### src/rtl/r4_seq_ctrl.sv
// Radix-4 butterfly frame sequencer: holds one 4-point frame on the butterfly and steps c1/c2/c3 through four codes.
// Output valid 1+4*SETTLE cycles after acceptance. in_ready only in IDLE, and results hold until out_ready.
module r4_seq_ctrl #(
  parameter logic [2:0]  SEQ0   = 3'b011,
  parameter logic [2:0]  SEQ1   = 3'b110,
  parameter logic [2:0]  SEQ2   = 3'b001,
  parameter logic [2:0]  SEQ3   = 3'b100,
  parameter int unsigned SETTLE = 1
) (
  input  logic        wb_clk_i,
  input  logic        wb_rst_i,
  input  logic        in_valid,
  output logic        in_ready,
  input  logic [15:0] in_xr,
  input  logic [15:0] in_xi,
  output logic [3:0]  bf_xr0,
  output logic [3:0]  bf_xr1,
  output logic [3:0]  bf_xr2,
  output logic [3:0]  bf_xr3,
  output logic [3:0]  bf_xi0,
  output logic [3:0]  bf_xi1,
  output logic [3:0]  bf_xi2,
  output logic [3:0]  bf_xi3,
  output logic        bf_c1,
  output logic        bf_c2,
  output logic        bf_c3,
  input  logic [3:0]  bf_xro,
  input  logic [3:0]  bf_xio,
  output logic        out_valid,
  input  logic        out_ready,
  output logic [15:0] out_xr,
  output logic [15:0] out_xi,
  output logic        busy,
  output logic [7:0]  frame_cnt
);

  typedef enum logic [1:0] {S_IDLE, S_RUN, S_DONE} state_t;

  localparam logic [2:0] SETTLE_LAST = 3'(SETTLE - 1);

  state_t      r_state;
  logic        r_first;
  logic [1:0]  r_step;
  logic [2:0]  r_settle;
  logic [15:0] r_hold_xr;
  logic [15:0] r_hold_xi;
  logic [15:0] r_res_xr;
  logic [15:0] r_res_xi;
  logic [2:0]  r_c;
  logic        r_in_ready;
  logic        r_out_valid;
  logic        r_busy;
  logic [7:0]  r_frame_cnt;

  logic        w_settle_done;
  logic [1:0]  w_step_nxt;

  function automatic logic [2:0] seq_of(input logic [1:0] s);
    case (s)
      2'd0:    seq_of = SEQ0;
      2'd1:    seq_of = SEQ1;
      2'd2:    seq_of = SEQ2;
      default: seq_of = SEQ3;
    endcase
  endfunction

  assign w_settle_done = (r_settle == SETTLE_LAST);
  assign w_step_nxt    = r_step + 2'd1;

  // The first RUN cycle only loads the step-0 code, so every code is held SETTLE cycles before its capture.
  always_ff @(posedge wb_clk_i) begin
    if (wb_rst_i) begin
      r_state     <= S_IDLE;
      r_first     <= 1'b0;
      r_step      <= 2'd0;
      r_settle    <= 3'd0;
      r_hold_xr   <= 16'h0;
      r_hold_xi   <= 16'h0;
      r_res_xr    <= 16'h0;
      r_res_xi    <= 16'h0;
      r_c         <= 3'b000;
      r_in_ready  <= 1'b1;
      r_out_valid <= 1'b0;
      r_busy      <= 1'b0;
      r_frame_cnt <= 8'h00;
    end else begin
      case (r_state)
        S_IDLE: begin
          if (in_valid) begin
            r_hold_xr  <= in_xr;
            r_hold_xi  <= in_xi;
            r_step     <= 2'd0;
            r_settle   <= 3'd0;
            r_first    <= 1'b1;
            r_in_ready <= 1'b0;
            r_busy     <= 1'b1;
            r_state    <= S_RUN;
          end
        end
        S_RUN: begin
          if (r_first) begin
            r_first <= 1'b0;
            r_c     <= seq_of(r_step);
          end else if (w_settle_done) begin
            r_res_xr[{r_step, 2'b00} +: 4] <= bf_xro;
            r_res_xi[{r_step, 2'b00} +: 4] <= bf_xio;
            r_settle <= 3'd0;
            if (r_step == 2'd3) begin
              r_c         <= 3'b000;
              r_busy      <= 1'b0;
              r_out_valid <= 1'b1;
              r_state     <= S_DONE;
            end else begin
              r_step <= w_step_nxt;
              r_c    <= seq_of(w_step_nxt);
            end
          end else begin
            r_settle <= r_settle + 3'd1;
          end
        end
        S_DONE: begin
          // in_ready is still low here, so a same-cycle in_valid waits for IDLE.
          if (out_ready) begin
            r_out_valid <= 1'b0;
            r_frame_cnt <= r_frame_cnt + 8'd1;
            r_in_ready  <= 1'b1;
            r_state     <= S_IDLE;
          end
        end
        default: begin
          r_c         <= 3'b000;
          r_busy      <= 1'b0;
          r_out_valid <= 1'b0;
          r_in_ready  <= 1'b1;
          r_state     <= S_IDLE;
        end
      endcase
    end
  end

  assign in_ready  = r_in_ready;
  assign out_valid = r_out_valid;
  assign busy      = r_busy;
  assign frame_cnt = r_frame_cnt;
  assign out_xr    = r_res_xr;
  assign out_xi    = r_res_xi;

  assign bf_c1 = r_c[2];
  assign bf_c2 = r_c[1];
  assign bf_c3 = r_c[0];

  assign bf_xr0 = r_hold_xr[3:0];
  assign bf_xr1 = r_hold_xr[7:4];
  assign bf_xr2 = r_hold_xr[11:8];
  assign bf_xr3 = r_hold_xr[15:12];
  assign bf_xi0 = r_hold_xi[3:0];
  assign bf_xi1 = r_hold_xi[7:4];
  assign bf_xi2 = r_hold_xi[11:8];
  assign bf_xi3 = r_hold_xi[15:12];

endmodule

### config.mk
export PLATFORM = sky130hd
export DESIGN_NAME = r4_seq_ctrl
export DESIGN_NICKNAME = d
export VERILOG_FILES = /design/src/rtl/r4_seq_ctrl.sv
export SDC_FILE = /design/constraint.sdc
export NUM_CORES = 1
export LEC_CHECK = 0
export ABC_CLOCK_PERIOD_IN_PS = 3700
export CAP_MARGIN = 20
export CORE_MARGIN = 2
export CORE_UTILIZATION = 48
export CTS_CLUSTER_SIZE = 40
export DETAILED_ROUTE_END_ITERATION = 8
export PLACE_DENSITY = 0.85
export SLEW_MARGIN = 20
export SYNTH_ARGS = -nofsm -noshare
export SYNTH_HDL_FRONTEND = slang
export SYNTH_SLANG_ARGS = --single-unit
export TNS_END_PERCENT = 1
### constraint.sdc
create_clock -name wb_clk_i -period 3.7 [get_ports wb_clk_i]
set_input_delay 0.74 -clock wb_clk_i [delete_from_list [all_inputs] [get_ports wb_clk_i]]
set_output_delay 0.74 -clock wb_clk_i [all_outputs]
set_load 0.005 [all_outputs]
* After elaboration in Yosys (flattened, before gate mapping)
Cells that the tools add are included.
** Storage, ports and cells
- Bits in registers :: 86
- Input bits :: 44
- Output and inout bits :: 78
- Logic and storage cells :: 93
** Operators by class
- Add/sub/neg operators :: 4
- Equal/unequal tests :: 14
- Shifts and indexed selects :: 3
- Multiplexer cells :: 37
- Bitwise gates (word level) :: 5
- Reductions and logical operators :: 17
** Operator list (number)
- bitwise mux 16 bit :: 2
- variable part select 4 x 6 -> 16 bit :: 2
- AND reduction 5 bit :: 4
- 2-to-1 mux 2 bit :: 9
- 2-to-1 mux 3 bit :: 6
- case mux 3 bit (3 select lines) :: 2
- variable shift 4 x 6 -> 16 bit, first input constant :: 1
- != test 2 bit, second input constant :: 6
- case mux 3 bit (2 select lines) :: 2
- 2-to-1 mux 1 bit :: 10
- case mux 1 bit (3 select lines) :: 3
- AND reduction 3 bit :: 3
- adder 8 x 1 -> 8 bit, second input constant :: 1
- equality test 2 bit, second input constant :: 4
- AND reduction 2 bit :: 4
- equality test 2 x 1 -> 1 bit, second input constant :: 3
- logical NOT 2 bit :: 3
- negator 4 -> 6 bit :: 1
- case mux 2 bit (3 select lines) :: 1
- inverter 1 bit :: 5
- case mux 2 bit (2 select lines) :: 1
- adder 3 x 1 -> 3 bit, second input constant :: 1
- logical NOT 3 bit :: 1
- != test 3 bit, second input constant :: 1
- other kinds (4) :: 4

* Longest topological paths before layout
Gate-level depths: netlist of the first run.
- Depth after elaboration :: 7
- Gate-level depth with buffers :: 7
- Gate-level depth less buffers :: 6

* Worst setup path before layout of the first run
OpenSTA, ideal clock, no wires.
- Path kind :: register -> register
- Start :: register r_step[0]
- End :: register r_res_xi[0], in the netlist out_xi[0]
- Setup time :: 70 ps
- Arrival time :: 1745 ps
- Data required time :: 3630 ps
- Slack :: 1884 ps
- Stages on the path, launching flop included :: 6
- Path buffers :: 0
- Period minus slack after synthesis :: 1816 ps
- Path through :: dfxtp_1 > inv_1 > ha_1 > nor3b_1 > nand3_1 > a21oi_1
** Between the ends
- Word-level cells in the longest chain between the ends :: 3
- Elaborated cells on any way between the ends :: 4
- Classes of those cells :: 1 x add/sub; 2 x shift; 1 x mux
** Ends and longest elaborated chain
- start, declared :: RTL line 43 : logic [1:0] r_step;
- start signal, assigned :: RTL line 114 : r_step <= w_step_nxt;
- negator 4 -> 6 bit (*) :: RTL line 106 : r_res_xi[{r_step, 2'b00} +: 4] <= bf_xio;
- variable part select 4 x 6 -> 16 bit or variable shift 4 x 6 -> 16 bit (tied branches) :: RTL line 106
- bitwise mux 16 bit (*) :: RTL line 106
- end signal, assigned by index :: RTL line 106
- end, declared :: RTL line 48 : logic [15:0] r_res_xi;
Every way passes the cells marked *; elsewhere a longest branch is shown, timed or not.
A chain may end at the register's enable or synchronous reset.

* Final worst setup path of the first run
- Start :: register r_step[0]
- End :: register r_res_xi[9], in the netlist out_xi[9]
The elaborated chain is that of the path after synthesis.

==> results of run 1 <==
## where the power goes
group	internal, uW	leakage [uW]	switching (uW)	total, uW
registers	959	0.000699	26.4	986
clock network	319	0.0000929	357	676
logic	133	0.000928	116	249
## worst max path at each step
stage	to	slack, ns
after floorplan	out_xi[0]$_SDFFE_PP0P_	1.88
after global placement	r_hold_xi[13]$_SDFFE_PP0P_	1.56
after detailed placement	r_hold_xi[11]$_SDFFE_PP0P_	1.48
after CTS	out_xi[9]$_SDFFE_PP0P_	1.47
final	out_xi[9]$_SDFFE_PP0P_	1.45
after global routing	out_xr[13]$_SDFFE_PP0P_	1.21
## final cells by class
type                       count  share of cell area, %
sequential                    86                   34.9
multi-input combinational    310                   32.8
timing repair buffer         124                   25.2
clock buffer                   9                   2.51
tap                           99                   2.51
clock inverter                 7                   1.60
inverter                       7                  0.533
## per-layer routing
metal  vias to the layer above  part of all wire, %  track usage, %
met1                      1544                   40            25.2
met4                         0                  1.9            8.82
li1                       1662                    -               -
met2                       133                   51            38.4
met3                        16                  8.0            7.66
met5                         -                    0               0
## cell usage in the layout, fill, tap and decap left out, types with 4 or more instances in the layout
master,n
and3_1,4
clkdlybuf4s50_1,120
nor2_1,15
dfxtp_1,86
ha_1,11
a21oi_1,77
inv_1,7
nand3_1,40
clkbuf_8,9
nand2b_1,7
nand2_1,108
nor2b_1,5
## flip-flops by register name (all words and copies together), names as in the netlist, 2 cells and up
register,flops
r_settle,3
r_state,2
out_xi,16
r_hold_xi,16
out_xr,16
frame_cnt,8
r_c,3
r_hold_xr,16
r_step,2
## metrics by stage
stage,instance area [um^2],setup WS (ns),util [%]
2_1_floorplan,3470,1.88,-
3_3_place_gp,4730,1.56,66.3
3_5_place_dp,4730,1.48,66.3
4_1_cts,4930,1.47,69.1
5_1_grt,4930,1.21,69.1
6_report,4930,1.45,69.1
## logic make-up after synthesis
kind of cell / share of synthesized area, %
mux: 0.324
xor+xnor: 1.26
fa+ha+maj: 3.96
compound gates: 14.7
simple gates: 26.3
flops: 49.6
buf+inv: 3.93
## critical path: cells and delay by family, from the launching register on
kind                     cells  cell delay (ns)
AND/OR/NAND/NOR              3             0.93
buffers and inverters        1             0.21
flip-flops                   1             0.49
adder cells (fa/ha/maj)      1             0.39
AO/OA/AOI/OAI                1             0.16
==> results.sh, run 1 <==
export IMPL_outcome="complete, no violations"
export IMPL_cts_resized=0
export IMPL_holdCritStartpoint="r_hold_xr[2]$_SDFFE_PP0P_"
export IMPL_drv_slew=0
export IMPL_ys_top_cells_by_area="dfxtp_1, nand2_1, a21oi_1"
export IMPL_async_flop_share_pct=0
export IMPL_fill_cells=601
export IMPL_grt_max_degree=47
export IMPL_setup_tns_ns=0
export IMPL_cts_tree="yes"
export IMPL_pin_count=122
export IMPL_port_buffers=121
export IMPL_worst_path_max_fanout=8
export IMPL_area_growth_pct=42.0
export IMPL_cts_buffers=9
export IMPL_setup_viol=0
export IMPL_end_kind="flip-flop"
export IMPL_whs_ns=0.458
export IMPL_synthCells=428
export IMPL_crit_type="reg -> reg"
export IMPL_cts_buffer_depth=2
export IMPL_regArea_um2=1720
export IMPL_power_total_uw=1910
export IMPL_synth_seq_cells=86
export IMPL_hold_class="reg -> reg"
export IMPL_vias=3355
export IMPL_start_util_pct=48.7
export IMPL_antenna_cells=0
export IMPL_rsz0062_at_grt="no"
export IMPL_post_cts_buffers=0
export IMPL_instances_no_fill=642
export IMPL_fmax_ghz=0.444
export IMPL_min_to="r_hold_xr[2]$_SDFFE_PP0P_"
export IMPL_fin_crit_sh_pct=60.9
export IMPL_cp_cell_sequence="inv_1, ha_1, nor3b_1, nor2b_1, nand3_1, a21oi_1"
export IMPL_final_antenna_net_count=0
export IMPL_synth_top_area_share_pct=49.6
export IMPL_r2r_slack_ns=1.45
export IMPL_cp_startpoint="r_step[0]$_SDFFE_PP0P_"
export IMPL_hold_depth=2
export IMPL_slew_headroom_pct=44.1
export IMPL_power_density_nw_per_um2=387
export IMPL_die_x_um=89.1
export IMPL_yosysSeqAreaShare_pct=49.6
export IMPL_cp_slowest_cell="dfxtp_1"
export IMPL_grt_pass1_wl_um=13900
export IMPL_hold_violations=0
export IMPL_reg2regPathDepth=6
export IMPL_overflow=0
export IMPL_avgViaCountPerCell=5.23
export IMPL_coreArea_um2=7140
export IMPL_cts_root_buf="clkbuf_8"
export IMPL_synth_nets=483
export IMPL_path_clk_slew_ns=0.09
export IMPL_syn_area_per_cell_um2=8.12
export IMPL_startpoint_type="flip-flop"
export IMPL_place_inst=626
export IMPL_regToRegStartpoint="r_step[0]$_SDFFE_PP0P_"
export IMPL_yosysTopAreaCell="dfxtp_1"
export IMPL_chipHeight_um=89.1
export IMPL_grtUsageTotal_pct=22.2
export IMPL_timing_rr_end="out_xi[9]$_SDFFE_PP0P_"
export IMPL_place_gp_congestion=0.815
export IMPL_synth_most_common_cell="nand2_1"
export IMPL_rows=31
export IMPL_clock_sinks=86
export IMPL_finClkSkew_ns=0.0117
export IMPL_ctsHoldBuffers=0
export IMPL_syn_area_um2=3470
export IMPL_h_tree_depth=3
export IMPL_cp_arrival_ns=2.54
export IMPL_worstPathRequired_ns=3.99
export IMPL_tightest_slew_ns=0.837
export IMPL_first_iter_violations=139
export IMPL_worst_skew_pair_late_latency_ns=0.36
export IMPL_grt_pass1_vias=3183
export IMPL_synth_ff_type="dfxtp_1"
export IMPL_wirelength_um=8800
export IMPL_slowest_delay_ns=0.49
export IMPL_place_hpwl_um=6380
export IMPL_routedWlPerCell_um=13.7
export IMPL_layout_nets=593
export IMPL_ys_types=38
export IMPL_fin_crit_ns=2.25
export IMPL_dr_pass1_iters=4
export IMPL_yosys_top_cells_count="nand2_1, dfxtp_1, a21oi_1"
export IMPL_dieArea_um2=7930
export IMPL_synth_edf_count=0
export IMPL_drc=0
export IMPL_maxCapViolCount=0
export IMPL_multi_input_area_um2=1620
export IMPL_yosys_warnings=0
export IMPL_post_route_cells_drive_above_1_share_pct=4.79
export IMPL_antenna_found_initial=0
export IMPL_p_leak_uw=0.00172
export IMPL_ir_drop_uv=264
(Power assumes the default switching activity.)
==> inputs of run 2 (changes only) <==
- ABC_CLOCK_PERIOD_IN_PS: 3700 -> 2100
- CORE_UTILIZATION: 48 -> 45
- PLACE_DENSITY: 0.85 -> 0.8
- clock period: 3.7 -> 2.1 ns (I/O delays scaled with it)
==> run 2 against run 1 <==
Sequential cell count did not move. Fmax up 21%. First-iteration DRC count increased by 11%. Total power is 85% higher. Largest power group unchanged.
==> results.sh, run 2 (synthesis results as in run 1) <==
export IMPL_overflow=0
export IMPL_finClkSkew_ns=0.00613
export IMPL_wirelength_um=8800
export IMPL_post_cts_buffers=0
export IMPL_outcome="complete, no violations"
export IMPL_startpoint_type="flip-flop"
export IMPL_slew_headroom_pct=63.0
export IMPL_avgViaCountPerCell=5.09
export IMPL_fill_cells=639
export IMPL_reg2regPathDepth=6
export IMPL_place_inst=637
export IMPL_final_antenna_net_count=0
export IMPL_cts_tree="yes"
export IMPL_min_to="r_hold_xr[2]$_SDFFE_PP0P_"
export IMPL_worst_path_max_fanout=9
export IMPL_vias=3312
export IMPL_timing_rr_end="out_xr[4]$_SDFFE_PP0P_"
export IMPL_grt_pass1_wl_um=14500
export IMPL_cts_buffers=9
export IMPL_hold_violations=0
export IMPL_pin_count=122
export IMPL_grtUsageTotal_pct=21.2
export IMPL_drv_slew=0
export IMPL_drc=0
export IMPL_setup_tns_ns=0
export IMPL_layout_common_cells="clkdlybuf4s50_1, nand2_1, dfxtp_1, a21oi_1, nand3_1"
export IMPL_setup_viol=0
export IMPL_ir_drop_uv=396
export IMPL_place_gp_congestion=0.828
export IMPL_cp_arrival_ns=2.14
export IMPL_h_tree_depth=3
export IMPL_routedWlPerCell_um=13.5
export IMPL_layout_nets=601
export IMPL_path_clk_slew_ns=0.08
export IMPL_p_leak_uw=0.00179
export IMPL_antenna_found_initial=0
export IMPL_chipHeight_um=91.9
export IMPL_area_growth_pct=45.3
export IMPL_crit_type="reg -> reg"
export IMPL_grt_pass1_vias=3209
export IMPL_maxCapViolCount=0
export IMPL_whs_ns=0.455
export IMPL_dpl_instance_area_um2=4820
export IMPL_first_iter_violations=154
export IMPL_fin_crit_ns=1.86
export IMPL_end_kind="flip-flop"
export IMPL_holdCritStartpoint="r_hold_xr[2]$_SDFFE_PP0P_"
export IMPL_worst_skew_pair_late_latency_ns=0.35
export IMPL_port_buffers=121
export IMPL_post_route_cells_drive_above_1_share_pct=6.01
export IMPL_start_util_pct=45.7
export IMPL_dr_pass1_iters=4
export IMPL_coreArea_um2=7610
export IMPL_regToRegStartpoint="r_settle[0]$_SDFFE_PP0P_"
export IMPL_place_hpwl_um=6390
export IMPL_grt_max_degree=42
export IMPL_design_area_um2=5050
export IMPL_antenna_cells=0
export IMPL_power_density_nw_per_um2=700
export IMPL_rows=32
export IMPL_fin_crit_sh_pct=88.8
export IMPL_hold_class="reg -> reg"
export IMPL_clock_sinks=86
export IMPL_final_common_cell="clkdlybuf4s50_1"
export IMPL_cts_root_buf="clkbuf_8"
export IMPL_dieArea_um2=8440
export IMPL_fmax_ghz=0.536
export IMPL_r2r_slack_ns=0.24
export IMPL_instances_no_fill=651
export IMPL_cts_buffer_depth=2
export IMPL_tightest_slew_ns=0.553
export IMPL_hold_depth=2
export IMPL_die_x_um=91.9
export IMPL_worstPathRequired_ns=2.38
export IMPL_rsz0062_at_grt="no"
-- run 2: cell count changes in the layout (fill, tap and decap cells not counted) --
cell        previous run  this run
nor2b_1                5         4
buf_4                  2         8
buf_12                 1         3
bufinv_16              1         3
inv_6                  3         0
clkinvlp_4             3         0
clkinv_2               0         2
nor2b_2                0         1
-- run 2: through the flow --
stage / worst slack [ns] / utilization, % / power [uW]
6_report: 0.235 / 66.3 / 3530
5_1_grt: 0.0823 / 66.3 / 3700
4_1_cts: 0.138 / 66.3 / 3560
3_5_place_dp: 0.209 / 63.4 / 2240
3_3_place_gp: 0.299 / 63.4 / 2230
2_1_floorplan: 0.284 / - / 1970
-- run 2: metal layers --
layer	routed length [um]	global-route usage, %
met5	0	0
met1	3700	25.8
met3	618	6.41
met2	4300	35.5
met4	172	7.34
-- run 2: report_power, final --
part	switching [uW]	leakage (uW)	internal [uW]
clock network	555	0.000115	773
logic	213	0.000976	256
registers	43.6	0.000699	1690
total	811	0.00179	2720
-- run 2: how the worst max path moves through the flow --
| stage | to | cells past startpoint | slack, ns | from |
|---|---|---|---|---|
| after floorplan | out_xi[0]$_SDFFE_PP0P_ | 5 | 0.28 | r_step[0]$_SDFFE_PP0P_ |
| after global placement | out_xr[10]$_SDFFE_PP0P_ | 6 | 0.30 | r_step[0]$_SDFFE_PP0P_ |
| after detailed placement | out_xr[10]$_SDFFE_PP0P_ | 6 | 0.21 | r_step[0]$_SDFFE_PP0P_ |
| after CTS | out_xr[10]$_SDFFE_PP0P_ | 6 | 0.14 | r_step[0]$_SDFFE_PP0P_ |
| after global routing | out_xr[10]$_SDFFE_PP0P_ | 6 | 0.08 | r_step[0]$_SDFFE_PP0P_ |
| final | out_xr[4]$_SDFFE_PP0P_ | 6 | 0.24 | r_settle[0]$_SDFFE_PP0P_ |
-- run 2: critical path, stage by stage, from the launching register on --
cell and delay (ns):
dfxtp_1 0.35, inv_1 0.07, ha_1 0.19, nor3b_2 0.50
and3_1 0.39, nand3_1 0.12, a21oi_1 0.18
-- run 2: repair_timing --
action                     CTS  global route
hold buffers                 0             0
setup endpoints to repair    0             1
gates resized for setup      0             1
-- run 2: layout make-up --
cell class,count,area [um^2],share of cell area (%)
Multi-Input combinational cell,310,1620,32.1
Tap cell,102,128,2.53
Inverter,7,26.3,0.521
Sequential cell,86,1720,34.1
Clock buffer,9,124,2.45
Timing Repair Buffer,132,1330,26.3
Clock inverter,5,100,1.98
==> inputs of run 3 (changes only) <==
- ABC_CLOCK_PERIOD_IN_PS: 2100 -> not set
- SETUP_SLACK_MARGIN: not set -> 0.15
==> run 3 against run 2 <==
Routed wire length increased by 0.64%. Setup slack improved by 0.052 ns. First-iteration DRC count up 5.8%. Non-clock buffer count is the same. Utilization rose by 0.15 points. Fmax rose by 2.9%. Die area unchanged. Sequential power is essentially flat. Combinational power about the same. Highest routed layer unchanged.
==> results.sh, run 3 (synthesis results as in run 1) <==
export IMPL_grt_max_degree=42
export IMPL_power_density_nw_per_um2=699
export IMPL_slew_headroom_pct=67.1
export IMPL_post_route_cells_drive_above_1_share_pct=6.01
export IMPL_routedWlPerCell_um=13.6
export IMPL_crit_type="reg -> reg"
export IMPL_clock_sinks=86
export IMPL_regArea_um2=1720
export IMPL_die_x_um=91.9
export IMPL_chipHeight_um=91.9
export IMPL_rsz0062_at_grt="yes"
export IMPL_cts_tree="yes"
export IMPL_final_antenna_net_count=0
export IMPL_multi_input_area_um2=1630
export IMPL_fill_cells=638
export IMPL_area_growth_pct=45.6
export IMPL_coreArea_um2=7610
export IMPL_dieArea_um2=8440
export IMPL_vias=3320
export IMPL_grtUsageTotal_pct=21.2
export IMPL_avgViaCountPerCell=5.10
export IMPL_final_common_cell="clkdlybuf4s50_1"
export IMPL_wirelength_um=8850
export IMPL_ir_drop_uv=397
export IMPL_maxCapViolCount=0
export IMPL_start_util_pct=45.7
export IMPL_grt_pass1_vias=3211
export IMPL_tightest_slew_ns=0.491
export IMPL_grt_pass1_wl_um=14600
export IMPL_fmax_ghz=0.552
export IMPL_end_kind="flip-flop"
export IMPL_outcome="complete, no violations"
export IMPL_finClkSkew_ns=0.00629
export IMPL_whs_ns=0.455
export IMPL_setup_viol=0
export IMPL_dr_pass1_iters=4
export IMPL_overflow=0
export IMPL_cp_arrival_ns=2.09
export IMPL_cts_buffers=9
export IMPL_port_buffers=121
export IMPL_layout_common_cells="clkdlybuf4s50_1, nand2_1, dfxtp_1, a21oi_1, nand3_1"
export IMPL_drc=0
export IMPL_antenna_cells=0
export IMPL_worst_path_max_fanout=8
export IMPL_cts_buffer_depth=2
export IMPL_startpoint_type="flip-flop"
export IMPL_worst_skew_pair_late_latency_ns=0.35
export IMPL_setup_tns_ns=0
export IMPL_power_total_uw=3540
export IMPL_place_hpwl_um=6390
export IMPL_fin_crit_ns=1.81
export IMPL_layout_nets=601
export IMPL_worstPathRequired_ns=2.38
export IMPL_h_tree_depth=3
export IMPL_place_gp_congestion=0.828
export IMPL_first_iter_violations=163
export IMPL_antenna_found_initial=0
export IMPL_hold_class="reg -> reg"
export IMPL_rows=32
export IMPL_hold_violations=0
export IMPL_drv_slew=0
export IMPL_cts_root_buf="clkbuf_8"
export IMPL_fin_crit_sh_pct=86.3
export IMPL_p_leak_uw=0.00179
export IMPL_path_clk_slew_ns=0.08
export IMPL_pin_count=122
export IMPL_finish_utilization_pct=66.5
==> run 3: cell types whose count changed in the layout (fill, tap and decap cells not counted) <==
cell	delta
nor2b_4	+1
nor3b_4	+1
nor2b_2	-1
nor3b_2	-1
==> run 3: path summary, 6_finish.rpt <==
| check | start | endpoint | slack [ns] | depth (start not counted) |
|---|---|---|---|---|
| setup / recovery | r_step[0]$_SDFFE_PP0P_ | out_xr[10]$_SDFFE_PP0P_ | 0.29 | 6 |
| hold / removal | r_hold_xr[2]$_SDFFE_PP0P_ | r_hold_xr[2]$_SDFFE_PP0P_ | 0.46 | 2 |
| setup reg to reg | r_step[0]$_SDFFE_PP0P_ | out_xr[10]$_SDFFE_PP0P_ | 0.29 | 6 |
| hold reg to reg | r_hold_xr[2]$_SDFFE_PP0P_ | r_hold_xr[2]$_SDFFE_PP0P_ | 0.46 | 2 |
==> run 3: layout make-up <==
type,count,area share [%]
sequential,86,34.0
inverter,7,0.520
timing repair buffer,132,26.2
multi-input combinational,310,32.3
clock buffer,9,2.45
tap,102,2.52
clock inverter,5,1.98
==> run 3: repair_timing <==
| action | in CTS | in global routing |
|---|---|---|
| hold endpoints to repair | 0 | 0 |
| hold buffers | 0 | 0 |
| setup endpoints to repair | 1 | 18 |
| setup buffers | 0 | 0 |
| resized for setup | 1 | 2 |
==> run 3: through the flow <==
step | instances | area, um^2 | worst slack [ns]
2_1_floorplan | 428 | 3470 | 0.284
3_3_place_gp | 637 | 4820 | 0.299
3_5_place_dp | 637 | 4820 | 0.209
4_1_cts | 651 | 5050 | 0.231
5_1_grt | 651 | 5060 | 0.129
6_report | 651 | 5060 | 0.287
==> run 3: worst max-delay path, cell delays in order, from the launching register on <==
cell and delay (ns):
dfxtp_1 0.48, inv_1 0.11, ha_1 0.35, nor3b_1 0.28, nor2b_4 0.26, nand3_1 0.09, a21oi_1 0.17
==> run 3: metal layers <==
layer,up-vias,part of all wire [%],global-route usage (%)
met4,0,1.3,7.34
met2,111,49,35.5
li1,1677,-,-
met5,-,0,0
met1,1519,42,25.9
met3,13,7.2,6.41
==> run 3: where the power goes <==
group	internal [uW]	leakage, uW	switching [uW]
Combinational	257	0.000980	213
Sequential	1690	0.000699	44.1
Clock	773	0.000115	560
